[src/rtl/dmem_arbiter.sv]
// dmem_arbiter: two-port DMem arbiter (m0/m1 req,addr,wdata,read,write,mask,sext -> ack,rdata,err; mem_* latched command + valid, mem_rdata/mem_good back)
module dmem_arbiter #(
  parameter int STARVE_LIMIT = 4
) (
  input  logic        clk,
  input  logic        reset,
  input  logic        m0_req,
  input  logic [31:0] m0_addr,
  input  logic [31:0] m0_wdata,
  input  logic        m0_read,
  input  logic        m0_write,
  input  logic [1:0]  m0_mask,
  input  logic        m0_sext,
  output logic        m0_ack,
  output logic [31:0] m0_rdata,
  output logic        m0_err,
  input  logic        m1_req,
  input  logic [31:0] m1_addr,
  input  logic [31:0] m1_wdata,
  input  logic        m1_read,
  input  logic        m1_write,
  input  logic [1:0]  m1_mask,
  input  logic        m1_sext,
  output logic        m1_ack,
  output logic [31:0] m1_rdata,
  output logic        m1_err,
  output logic        mem_valid,
  output logic [31:0] mem_addr,
  output logic [31:0] mem_wdata,
  output logic        mem_read,
  output logic        mem_write,
  output logic        mem_sext,
  output logic [1:0]  mem_mask,
  input  logic [31:0] mem_rdata,
  input  logic        mem_good
);
  typedef enum logic [1:0] {IDLE, ACCESS, RESP} state_t;
  state_t state, state_d;
  logic [3:0] starve_cnt;
  logic port_q, err_q, pick1, bad, s_read, s_write;
  logic [31:0] rdata_q, s_addr;
  logic [1:0] s_mask;
  assign pick1 = m1_req & (~m0_req | starve_cnt == 4'(STARVE_LIMIT));
  assign s_addr = pick1 ? m1_addr : m0_addr;
  assign s_read = pick1 ? m1_read : m0_read;
  assign s_write = pick1 ? m1_write : m0_write;
  assign s_mask = pick1 ? m1_mask : m0_mask;
  assign bad = (s_read == s_write) | (s_mask == 2'b11) | (s_mask == 2'b01 & s_addr[0]) |
               (s_mask == 2'b10 & |s_addr[1:0]);
  always_comb begin
    state_d = IDLE;
    case (state)
      IDLE:    state_d = (m0_req | m1_req) ? (bad ? RESP : ACCESS) : IDLE;
      ACCESS:  state_d = RESP;
      default: state_d = IDLE;
    endcase
  end
  always_ff @(posedge clk or posedge reset)
    if (reset) state <= IDLE;
    else state <= state_d;
  always_ff @(posedge clk or posedge reset)
    if (reset) begin
      starve_cnt <= '0;
      port_q <= 1'b0;
      mem_addr <= '0;
      mem_wdata <= '0;
      mem_read <= 1'b0;
      mem_write <= 1'b0;
      mem_mask <= '0;
      mem_sext <= 1'b0;
      rdata_q <= '0;
      err_q <= 1'b0;
    end else if (state == IDLE && (m0_req | m1_req)) begin
      port_q <= pick1;
      mem_addr <= s_addr;
      mem_wdata <= pick1 ? m1_wdata : m0_wdata;
      mem_read <= s_read;
      mem_write <= s_write;
      mem_mask <= s_mask;
      mem_sext <= pick1 ? m1_sext : m0_sext;
      starve_cnt <= (pick1 | ~m1_req) ? 4'd0 :
                    (starve_cnt == 4'(STARVE_LIMIT)) ? starve_cnt : starve_cnt + 4'd1;
      if (bad) err_q <= 1'b1;
    end else if (state == ACCESS) begin
      rdata_q <= mem_read ? mem_rdata : '0;
      err_q <= ~mem_good;
    end
  assign mem_valid = state == ACCESS;
  assign m0_ack = state == RESP & ~port_q;
  assign m1_ack = state == RESP & port_q;
  assign m0_rdata = rdata_q;
  assign m1_rdata = rdata_q;
  assign m0_err = err_q;
  assign m1_err = err_q;
endmodule

[config.mk]
export PLATFORM = sky130hd
export DESIGN_NAME = dmem_arbiter
export DESIGN_NICKNAME = d
export VERILOG_FILES = /design/src/rtl/dmem_arbiter.sv
export SDC_FILE = /design/constraint.sdc
export NUM_CORES = 1
export LEC_CHECK = 0
export CORE_MARGIN = 1
export CORE_UTILIZATION = 34
export CTS_CLUSTER_SIZE = 28
export DETAILED_ROUTE_END_ITERATION = 10
export MAX_ROUTING_LAYER = met4
export PLACE_DENSITY_LB_ADDON = 0.12
export SYNTH_ARGS = -nofsm -noshare
export SYNTH_HDL_FRONTEND = slang
export SYNTH_SLANG_ARGS = --single-unit
[constraint.sdc]
create_clock -name clk -period 4.5 [get_ports clk]
set_clock_uncertainty 0.1 [all_clocks]
set_input_delay 1.35 -clock clk [delete_from_list [all_inputs] [get_ports clk]]
set_output_delay 1.35 -clock clk [all_outputs]
set_load 0.005 [all_outputs]
==> results.md <==
* Post-CTS setup buffer count at 0
* Synth unique cells at 30
* Worst min path class: reg2reg
* FF-to-FF path depth at 7
* Fmax at 320 MHz
* Worst vdd ir at 258 uV
* Largest net degree at the start of global routing at 65
* Status: finished, violations left
* Clock-pin slew on the worst setup and hold paths at about 0.070 ns
* Vias at between 4000 and 5000
* Dominant synthesized flop cell: dfrtp_1
* Number of H-tree levels at 3
* Cts bufs inserted at 9
* Iteration-0 DRC Markers at between 200 and 250
* Setup violations, final at 0
* Core area at roughly 15000 sq um
* Clk buf depth at 2
* Die height at roughly 130 um
* Min Tclk post-route at about 3.1 ns
* FF+latch count, synth at around 110
* Placed cell count at slightly below 1000
* Period Utilization, post-route at 69.5%
* Highest net fanout along the worst path at 6
* Post-synthesis area per instance at about 9.9 sq um
* Rel. slew slack at a little under half
* First-pass DRT Iterations at 7
* Reg-to-Reg Start: starve_cnt[0]$_DFFE_PP0P_
* Mapped cell area at a little over 5000 sq um
* Share of cells above drive strength 1 at under 10%
* Cts hold-fix bufs at 0
* Max Slew Vio Count at 0
* Drt wl/cell at 15.9 um
* Failing checks: design-rule violations
* Most common cell after layout, fill and taps aside: clkdlybuf4s50_1
* Global route overflow at 0
* Syn nets at 700
* Register area share after synthesis at between 50% and 60%
* Reg-to-reg endpoint: mem_wdata[14]$_DFFE_PP0P_
* DRC viols at 23
* Post_cts resized at 0
* Global-route wire length before repair at between 20000 and 25000 um
* Cell Rows at 44
* Mapped Cells at approximately 520
* Ys Warns at 0
* Total GRT Usage at 21.0%
* Layout area overhead at 63.9%
* GP Congestion at 0.786
* Total Power at about 4.6 mW
* Worst setup path endpoint: m0_ack
* Initial antenna violation count at 0
* Final hold vios at 0
* Slew @ Worst Pin at 0.794 ns
* Most frequent cells in the layout: clkdlybuf4s50_1 (312), nand2_1 (140), dfrtp_1 (109)
* Pwr/cell area at around 540 nW/um^2
* Crit Path Category: reg2out
* # nets final at about 970
* Clock Sinks at ~110
* Reg-to-reg slack, setup at about 2.4 ns
* Final TNS setup at 0 ns
* DRT antenna net count at 0
* Final std cells w/o fill at 978
* CP arrival at 1.68 ns
* Ports at approximately 310
* Die area at approximately 16000 sq um
* Vias in the first global route at 4724
* Critical path required time at 3.05 ns
* Initial core utilization at roughly a third
* CP endpoint kind: primary output
* # port buffers at 312
* Worst-skew pair later-pin latency at around 0.35 ns
* Critical path startpoint: state[0]$_DFF_PP0_
* Leak pwr at roughly 3.5 nW
* Routed vias/inst at between 4 and 5
* DP Wirelength at 12100 um
* CTS tree: yes
* Synth async-reset ratio at 100%
* Number of synthesized flops with an enable pin at 0
* Die width at 125 um
* Ant. Diodes at 0
* Worst setup SP type: register
* Final WL at ~16000 um
* Max-cap viol count at 0
* Root Driver: clkbuf_16
* RSZ-0062 raised after global routing: false
## worst min path at each step
stage | startpoint | endpoint | slack, ns | depth (start not counted)
after floorplan | port_q$_DFFE_PP0P_ | port_q$_DFFE_PP0P_ | 0.36 | 2
after global placement | mem_wdata[7]$_DFFE_PP0P_ | mem_wdata[7]$_DFFE_PP0P_ | 0.37 | 2
after detailed placement | mem_wdata[7]$_DFFE_PP0P_ | mem_wdata[7]$_DFFE_PP0P_ | 0.37 | 2
after CTS | mem_wdata[7]$_DFFE_PP0P_ | mem_wdata[7]$_DFFE_PP0P_ | 0.39 | 2
after global routing | mem_addr[5]$_DFFE_PP0P_ | mem_addr[5]$_DFFE_PP0P_ | 0.41 | 2
final | mem_wdata[5]$_DFFE_PP0P_ | mem_wdata[5]$_DFFE_PP0P_ | 0.38 | 2
## power breakdown
group,internal (mW),leakage [nW],switching [mW]
registers,1.40,1.37,0.279
clock network,0.488,0.147,0.357
logic,1.30,2.03,0.758
total,3.19,3.54,1.39
## critical path: stages, from the launching register on
cell and delay [ns]:
dfrtp_1 0.44, nor3b_1 0.31, clkdlybuf4s50_1 0.57
## cells in the mapped netlist (2+ instances only)
cell type	n	area, sq um
xor2_1	2	17.5
nor3_1	3	15.0
buf_4	34	255
mux2i_1	70	701
nor2_1	2	7.51
buf_8	7	105
a21oi_1	3	15.0
nand3_1	2	10.0
dfrtp_1	109	2730
inv_1	4	15.0
ha_1	2	25.0
buf_2	6	30.0
o21ai_1	69	345
clkbuf_1	19	71.3
o21ai_0	37	185
nand2_1	140	526
## layer usage
layer / vias up / part of all wire [%] / global-route usage [%]
li1: 2246 / - / -
met1: 2120 / 40 / 22.8
met2: 210 / 50 / 36.2
met3: 17 / 7.8 / 7.15
met4: 0 / 1.6 / 6.31
met5: - / 0 / -
## cell type report
class | instances | area [sq um]
Clock buffer | 12 | 236
Clock inverter | 4 | 72.6
Fill cell | 1276 | 6210
Inverter | 4 | 17.5
Multi-Input combinational cell | 343 | 1980
Sequential cell | 109 | 2730
Tap cell | 184 | 230
Timing Repair Buffer | 322 | 3220
## registers in the layout, summed over array words and instances (netlist names), 2 cells and up
register	flops
m0_rdata	32
mem_addr	32
mem_wdata	32
starve_cnt	4
mem_mask	2
state	2
## stage by stage
step / instance area [sq um] / hold WS (ns) / util, % / setup slack (ns)
2_1_floorplan: 5180 / 0.362 / - / 0.176
3_3_place_gp: 8180 / 0.368 / 55.7 / 1.29
3_5_place_dp: 8180 / 0.375 / 55.7 / 1.25
4_1_cts: 8490 / 0.390 / 57.8 / 1.34
5_1_grt: 8490 / 0.414 / 57.8 / 1.32
6_report: 8490 / 0.384 / 57.8 / 1.37
## cells by family after synthesis
kind of cell | after synthesis | synth area share, %
AND/OR/NAND/NOR | 154 | 12.0
AO/OA/AOI/OAI | 115 | 11.5
flip-flops | 109 | 52.7
buffers and inverters | 71 | 9.42
multiplexers | 70 | 13.5
XOR/XNOR | 2 | 0.338
adder cells (fa/ha/maj) | 2 | 0.483
Note: power is estimated with default switching activity, not from simulation.
